File: config.mk
export PLATFORM = sky130hd
export DESIGN_NAME = axi2mem_wr_sched
export DESIGN_NICKNAME = d
export VERILOG_FILES = /design/src/rtl/axi2mem_wr_sched.sv
export SDC_FILE = /design/constraint.sdc
export NUM_CORES = 1
export LEC_CHECK = 0
export CORE_AREA = 5 5 117 119
export CTS_CLUSTER_DIAMETER = 100
export DETAILED_ROUTE_END_ITERATION = 12
export DIE_AREA = 0 0 122 124
export HOLD_SLACK_MARGIN = 0.08
export PLACE_DENSITY = 0.8
export SYNTH_ARGS = -nofsm -noshare
export SYNTH_HDL_FRONTEND = slang
export SYNTH_SLANG_ARGS = --single-unit
export TNS_END_PERCENT = 20
File: constraint.sdc
create_clock -name clk_i -period 2.6 [get_ports clk_i]
set_clock_uncertainty 0.1 [all_clocks]
set_input_delay 0.52 -clock clk_i [delete_from_list [all_inputs] [get_ports clk_i]]
set_output_delay 0.52 -clock clk_i [all_outputs]
set_load 0.005 [all_outputs]
File: src/rtl/axi2mem_wr_sched.sv
// AXI write-burst sequencer: pops two 32-bit lane words per beat, issues TCDM writes, returns B.
// Optional: define AXI2MEM_WR_SCHED_STRB_SKIP_EN to pop all-zero-strobe words without a TCDM write.
module axi2mem_wr_sched #(
    parameter int unsigned ADDR_WIDTH = 32,
    parameter int unsigned ID_WIDTH   = 6,
    parameter int unsigned LEN_WIDTH  = 8,
    parameter int unsigned MAX_OUTST  = 4
) (
    input  logic                       clk_i,
    input  logic                       rst_ni,
    input  logic                       cmd_valid_i,
    output logic                       cmd_ready_o,
    input  logic [ADDR_WIDTH-1:0]      cmd_addr_i,
    input  logic [LEN_WIDTH-1:0]       cmd_len_i,
    input  logic [ID_WIDTH-1:0]        cmd_id_i,
    input  logic [1:0][31:0]           wr_data_pop_dat_i,
    input  logic [1:0][3:0]            wr_data_pop_strb_i,
    input  logic [1:0]                 wr_data_pop_gnt_i,
    output logic [1:0]                 wr_data_pop_req_o,
    output logic [1:0]                 tcdm_req_o,
    output logic [1:0][ADDR_WIDTH-1:0] tcdm_add_o,
    output logic [1:0]                 tcdm_wen_o,
    output logic [1:0][3:0]            tcdm_be_o,
    output logic [1:0][31:0]           tcdm_wdata_o,
    input  logic [1:0]                 tcdm_gnt_i,
    input  logic [1:0]                 tcdm_r_valid_i,
    output logic                       b_valid_o,
    input  logic                       b_ready_i,
    output logic [ID_WIDTH-1:0]        b_id_o
);

    localparam int unsigned CntW = $clog2(MAX_OUTST + 1);

    typedef enum logic [1:0] {StIdle, StWrite, StDrain, StResp} state_e;

    state_e                  state_q, state_d;
    logic [ADDR_WIDTH-1:0]   addr_q, addr_d;
    logic [LEN_WIDTH-1:0]    len_q, len_d;
    logic [LEN_WIDTH-1:0]    beat_q, beat_d;
    logic [ID_WIDTH-1:0]     id_q, id_d;
    logic [1:0]              done_q, done_d;
    logic [1:0][CntW-1:0]    outst_q, outst_d;
    logic                    alive_q;
    logic [1:0]              fire, skip, lane_done;
    logic                    unused_addr_lsb;

    assign unused_addr_lsb = ^cmd_addr_i[2:0];
    assign tcdm_wen_o      = 2'b00;

    // Per-lane issue, pop and outstanding-response tracking.
    always_comb begin
        for (int i = 0; i < 2; i++) begin
            skip[i] = 1'b0;
`ifdef AXI2MEM_WR_SCHED_STRB_SKIP_EN
            skip[i] = (state_q == StWrite) & wr_data_pop_gnt_i[i] & ~done_q[i] &
                      (wr_data_pop_strb_i[i] == 4'b0000);
`endif
            tcdm_req_o[i] = (state_q == StWrite) & wr_data_pop_gnt_i[i] & ~done_q[i] &
                            (outst_q[i] < CntW'(MAX_OUTST)) & ~skip[i];
            fire[i]              = tcdm_req_o[i] & tcdm_gnt_i[i];
            wr_data_pop_req_o[i] = fire[i] | skip[i];
            outst_d[i]           = outst_q[i];
            if (fire[i] && !tcdm_r_valid_i[i]) begin
                outst_d[i] = outst_q[i] + CntW'(1);
            end else if (!fire[i] && tcdm_r_valid_i[i] && (outst_q[i] != '0)) begin
                outst_d[i] = outst_q[i] - CntW'(1);
            end
        end
    end

    always_comb begin
        state_d      = state_q;
        addr_d       = addr_q;
        len_d        = len_q;
        id_d         = id_q;
        beat_d       = beat_q;
        done_d       = done_q;
        cmd_ready_o  = 1'b0;
        b_valid_o    = 1'b0;
        b_id_o       = '0;
        tcdm_add_o   = '0;
        tcdm_be_o    = '0;
        tcdm_wdata_o = '0;
        lane_done    = done_q | wr_data_pop_req_o;

        case (state_q)
            StIdle: begin
                cmd_ready_o = alive_q;
                if (cmd_valid_i && alive_q) begin
                    addr_d  = {cmd_addr_i[ADDR_WIDTH-1:3], 3'b000};
                    len_d   = cmd_len_i;
                    id_d    = cmd_id_i;
                    beat_d  = '0;
                    done_d  = '0;
                    state_d = StWrite;
                end
            end
            StWrite: begin
                tcdm_add_o[0] = addr_q;
                tcdm_add_o[1] = addr_q + ADDR_WIDTH'(4);
                tcdm_be_o     = wr_data_pop_strb_i;
                tcdm_wdata_o  = wr_data_pop_dat_i;
                // A beat retires only once both lanes have taken their word.
                if (&lane_done) begin
                    done_d = '0;
                    addr_d = addr_q + ADDR_WIDTH'(8);
                    beat_d = beat_q + LEN_WIDTH'(1);
                    if (beat_q == len_q) begin
                        state_d = StDrain;
                    end
                end else begin
                    done_d = lane_done;
                end
            end
            StDrain: begin
                if (outst_d == '0) begin
                    state_d = StResp;
                end
            end
            StResp: begin
                b_valid_o = 1'b1;
                b_id_o    = id_q;
                if (b_ready_i) begin
                    state_d = StIdle;
                end
            end
            default: state_d = StIdle;
        endcase
    end

    always_ff @(posedge clk_i or negedge rst_ni) begin
        if (!rst_ni) begin
            state_q <= StIdle;
            addr_q  <= '0;
            len_q   <= '0;
            id_q    <= '0;
            beat_q  <= '0;
            done_q  <= '0;
            outst_q <= '0;
            alive_q <= 1'b0;
        end else begin
            state_q <= state_d;
            addr_q  <= addr_d;
            len_q   <= len_d;
            id_q    <= id_d;
            beat_q  <= beat_d;
            done_q  <= done_d;
            outst_q <= outst_d;
            alive_q <= 1'b1;
        end
    end

    // An acknowledge with nothing outstanding is a TCDM protocol error.
    a_lane0_ack: assert property (@(posedge clk_i) disable iff (!rst_ni)
        !(tcdm_r_valid_i[0] && !fire[0] && (outst_q[0] == '0)));
    a_lane1_ack: assert property (@(posedge clk_i) disable iff (!rst_ni)
        !(tcdm_r_valid_i[1] && !fire[1] && (outst_q[1] == '0)));

endmodule
[Yosys cells after proc, flatten, opt, wreduce, memory -nomap -nowiden]
Cells that the tools add are included.
Storage, ports and cells
  register bits: 65
  input bits: 128
  logic and storage cells: 84
Operators by class
  $add $sub $neg: 7
  magnitude comparators: 2
  eq/ne operators: 9
  multiplexer cells: 25
  bitwise operators: 11
  reductions and logical operators: 21
Operators by type and width (number)
  2-to-1 mux 64 bit: 2
  2-to-1 mux 32 bit: 2
  case mux 32 bit (2 select lines): 1
  adder 32 x 3 -> 32 bit, second input constant: 1
  adder 32 x 4 -> 32 bit, second input constant: 1
  2-to-1 mux 8 bit: 3
  case mux 8 bit (2 select lines): 1
  2-to-1 mux 2 bit: 7
  2-to-1 mux 3 bit: 4
  adder 8 x 1 -> 8 bit, second input constant: 1
  AND 1 bit: 8
  == test 8 bit: 1
  case mux 2 bit (4 select lines): 1
  logical AND 1 bit: 7
  adder 3 x 1 -> 3 bit, second input constant: 2
  zero test 6 bit: 1
  < comparator 3 bit, second input constant: 2
  2-to-1 mux 6 bit: 1
  != test 2 bit, second input constant: 3
  AND reduction 2 bit: 3
  nonzero test 3 bit: 2
  subtractor 3 x 1 -> 3 bit, second input constant: 2
  AND reduction 5 bit: 1
  == test 2 bit, second input constant: 2
  10 further kinds: 16

[Depth between registers and ports, before layout]
Gate-level depths: netlist of run 1.
  depth after elaboration: 13
  gate-level depth with buffers: 10
  gate-level depth less buffers: 9

[Worst setup path after synthesis of run 1]
OpenSTA, ideal clock, no wires.
  path type: register to output
  start: register state_q[1]
  end: output tcdm_wdata_o[52] (netlist name)
  arrival: 1.829 ns
  data required time: 1.980 ns
  setup slack: 0.151 ns
  cell stages (with the launch flop): 8
  cell sequence: dfrtp_1 inv_1 ha_1 buf_6 clkbuf_1 clkbuf_1 clkbuf_1 and2_1
RTL lines
  from (decl): RTL line 36  | state_e state_q, state_d;
  from (signal assigned): RTL line 133  | state_q <= StIdle;
  from (signal assigned): RTL line 142  | state_q <= state_d;
  to (decl): RTL line 24  | output logic [1:0][31:0] tcdm_wdata_o,

==> results of run 1 <==
## Yosys cell counts (2+ instances only)
| cell | instances | area [um^2] |
|---|---|---|
| and2_1 | 115 | 719 |
| dfrtp_1 | 62 | 1550 |
| a21oi_1 | 52 | 260 |
| nand2_1 | 45 | 169 |
| nor2_1 | 38 | 143 |
| inv_1 | 35 | 131 |
| clkbuf_1 | 25 | 93.8 |
| nand3_1 | 17 | 85.1 |
| o21ai_0 | 16 | 80.1 |
| mux2_2 | 15 | 169 |
| o22ai_1 | 15 | 93.8 |
| ha_1 | 14 | 175 |
| xnor2_1 | 11 | 96.3 |
| nor3_1 | 10 | 50.1 |
| buf_4 | 8 | 60.1 |
| nand4_1 | 8 | 50.1 |
| and3_1 | 6 | 37.5 |
| a211oi_1 | 4 | 30.0 |
| a2bb2oi_1 | 4 | 35.0 |
| nand2b_1 | 4 | 25.0 |
| or3_1 | 4 | 25.0 |
| buf_2 | 3 | 15.0 |
| mux2i_1 | 3 | 30.0 |
| o22a_1 | 3 | 26.3 |
| o2bb2ai_1 | 3 | 26.3 |
| o32ai_1 | 3 | 26.3 |
| or2_2 | 3 | 18.8 |
| xor2_1 | 3 | 26.3 |
| a22o_1 | 2 | 17.5 |
| a31oi_1 | 2 | 12.5 |
| a41oi_1 | 2 | 17.5 |
| and4b_1 | 2 | 20.0 |
| buf_6 | 2 | 22.5 |
| conb_1 | 2 | 7.51 |
| nor4_1 | 2 | 12.5 |
| o211ai_1 | 2 | 15.0 |
| o21a_1 | 2 | 15.0 |
| o221ai_1 | 2 | 17.5 |
| o31ai_1 | 2 | 15.0 |
| o41ai_1 | 2 | 17.5 |
## flip-flops by register name, summed over array words and instances (netlist names)
name / cells
alive_q: 1
len_q: 8
outst_q: 6
beat_q: 8
addr_q: 29
done_q: 2
state_q: 2
id_q: 6
## stage by stage
step | setup TNS, ps | power [mW] | utilization, %
2_1_floorplan | 0 | 3.88 | -
3_3_place_gp | -184 | 5.76 | 61.3
3_5_place_dp | -596 | 5.94 | 61.3
4_1_cts | -881 | 7.35 | 64.4
5_1_grt | -2840 | 8.06 | 67.0
6_report | -369 | 7.52 | 67.0
## repair_timing
action                                  in CTS  in global routing
gates cloned                                 2                  2
endpoints found under the setup margin      76                 97
setup buffers                                1                  6
resized for setup                           46                 76
pin swaps                                    1                  6
## final timing paths
check,depth (start not counted),slack [ps],to
hold reg to reg,1,400,id_q[2]$_DFFE_PN0P_
setup reg to reg,9,110,state_q[1]$_DFFE_PN0P_
max in group asynchronous,2,1640,outst_q[0]$_DFF_PN0_
min in group clk_i,1,400,id_q[2]$_DFFE_PN0P_
setup / recovery,5,-40,tcdm_add_o[40]
hold / removal,1,110,addr_q[13]$_DFFE_PN0P_
## layer usage
layer / part of all wire (%) / global-route usage, % / wire length [um]
met1: 39 / 25.9 / 7220
met2: 52 / 41.5 / 9710
met4: 1.9 / 6.51 / 362
met5: 0.059 / 0 / 11
met3: 6.9 / 5.45 / 1290
## cells by family (layout without fill, tap and decap cells)
group | after synthesis | after routing | synth area share, %
fa+ha+maj | 14 | 14 | 3.78
compound gates | 121 | 121 | 16.6
other cells | 2 | 11 | 0.162
simple gates | 264 | 264 | 31.9
xor+xnor | 14 | 14 | 2.65
buf+inv | 75 | 357 | 7.18
flops | 62 | 62 | 33.5
mux | 18 | 18 | 4.29
## area by class of cell
class	instances	area (um^2)
Timing Repair Buffer	306	3230
Antenna cell	3	7.51
Inverter	36	140
Clock buffer	12	256
Sequential cell	62	1550
Clock inverter	3	67.6
Tap cell	172	215
Multi-Input combinational cell	439	2870
Fill cell	1024	4120
## power groups by stage
| stage | clock (mW) | sequential [mW] | combinational [mW] |
|---|---|---|---|
| 2_1_floorplan | 0 | 1.71 | 2.16 |
| 3_3_place_gp | 0 | 1.83 | 3.93 |
| 3_5_place_dp | 0 | 1.87 | 4.07 |
| 4_1_cts | 1.32 | 1.87 | 4.16 |
| 5_1_grt | 1.38 | 1.94 | 4.74 |
| 6_report | 1.30 | 1.88 | 4.34 |
==> results.md, run 1 <==
- Tmin final: 2640 ps
- Final #Nets: 996
- Cell area power density: 901 nW/um^2
- Outcome: complete, but fails checks
- Die Span X: 122 um
- Placed cells: 1,004
- Worst path slowest cell: clkdlybuf4s50_1
- CP endpoint kind: output port
- Hold WC Path Type: input pin to async pin
- Int Pwr: 4.68 mW
- Worst R2R Start: state_q[1]$_DFFE_PN0P_
- Asr flop ratio synth: 100%
- RSZ-0062 raised after global routing: true
- Placed cell area: 7650 um^2
- Pin count of the biggest net entering global routing: 54
- CP max FO: 12
- Finish-stage setup viols: 18
- Fmax: 379 MHz
- Seq/Total Area, Yosys: 33.5%
- Synth Cell Area: 4640 um^2
- CTS H-Tree Depth: 3
- DRC marker count from the first detailed-route iteration: 379
- Period Utilization, post-route: 102%
- Slew Viols, Final: 0
- Via count: 5,266
- EDFF count, synth: 0
- Hold slack: 110 ps
- Setup crit start kind: flop
- Reg power frac: 25.0%
- Port Buf Inserts: 267
- DRC: 0
- Hold Fails Final Rpt: 0
- CP startpoint: state_q[1]$_DFFE_PN0P_
- Final instance area: 8350 um^2
- Slowest cell delay on critical path: 500 ps
- First-pass GRT wire length: 26.6 mm
- VDD IR-drop max: 0.589 mV
- CP cell instances: inv_2 -> ha_4 -> bufbuf_16 -> and2_1 -> clkdlybuf4s50_1
- Die ar.: 15,100 um^2
- Mapped Avg Cell Area: 8.13 um^2
- Clk buf depth: 2
- Clk_lat worst skew: 320 ps
- CTS tree: yes
- Core area: 12,500 um^2
- Setup ws final: -39.2 ps
- CP Data Arrival Time: 2020 ps
- Avg Vias per Cell: 5.10
- GPL Wtd Cong: 0.855
- Largest delay contributor family on the critical path: buffers and inverters
- Worst-path clk slew: 60 ps
- Final wirelength: 18.6 mm
- Commonest non-fill, non-tap cells in the layout: clkdlybuf4s50_1, and2_1, dfrtp_1, dlymetal6s2s_1, a21oi_1
- Cells after Synth: 570
- Pre-Repair DR Iteration Count: 6
- Net Sw Power: 2.85 mW
- CTS sink count: 62
- Place WS: -196 ps
- P&R area growth vs syn: 80.1%
- Detailed Place HPWL: 14.4 mm
- Flip-flop and latch count after synthesis: 62
- I/O pins: 278
- CTS Buf Count: 9
- Slew HR: 53.9%
- Combinational Power Share: 57.6%
- Ys flop type: dfrtp_1
- Worst slew pin tran: 686 ps
- GRT Overall Usage: 22.5%
- Initial antenna violation count: 4
- Initial Utilization: 37.2%
- Die H: 124 um
- Final Non-Filler Cells: 1,033
- Static Leak: 4.54 nW
- # hold bufs at CTS: 0
- CP Class: flop to output port
- CTS Root Cell: clkbuf_16
- Most common cell after layout, fill and taps aside: clkdlybuf4s50_1
- CP bufs+invs: 3
- Vias in the first global route: 5,018
- Max_cap viols: 0
- Grt ovf: 0
- Number of routed nets with antenna violations: 0
- Layout cells sized above 1: 12.2%
- Switch share: 37.8%
- FP Rows: 41
- Synth unique cells: 57
- Clock share of power: 17.3%
- DR WL/cell: 18.0 um
- Failing checks: negative setup slack
- CP required: 1980 ps
- Synth warn: 0
(Power assumes the default switching activity.)
==> run 2: changes to the inputs <==
--- a/config.mk
+++ b/config.mk
@@ -9,7 +9,7 @@
 export CTS_CLUSTER_DIAMETER = 100
 export DETAILED_ROUTE_END_ITERATION = 12
 export DIE_AREA = 0 0 122 124
-export HOLD_SLACK_MARGIN = 0.08
+export HOLD_SLACK_MARGIN = 0.05
 export PLACE_DENSITY = 0.8
 export SYNTH_ARGS = -nofsm -noshare
 export SYNTH_HDL_FRONTEND = slang
==> results of run 2 <==
Same layout as run 1: the final DEF is identical, and so are final timing and power.
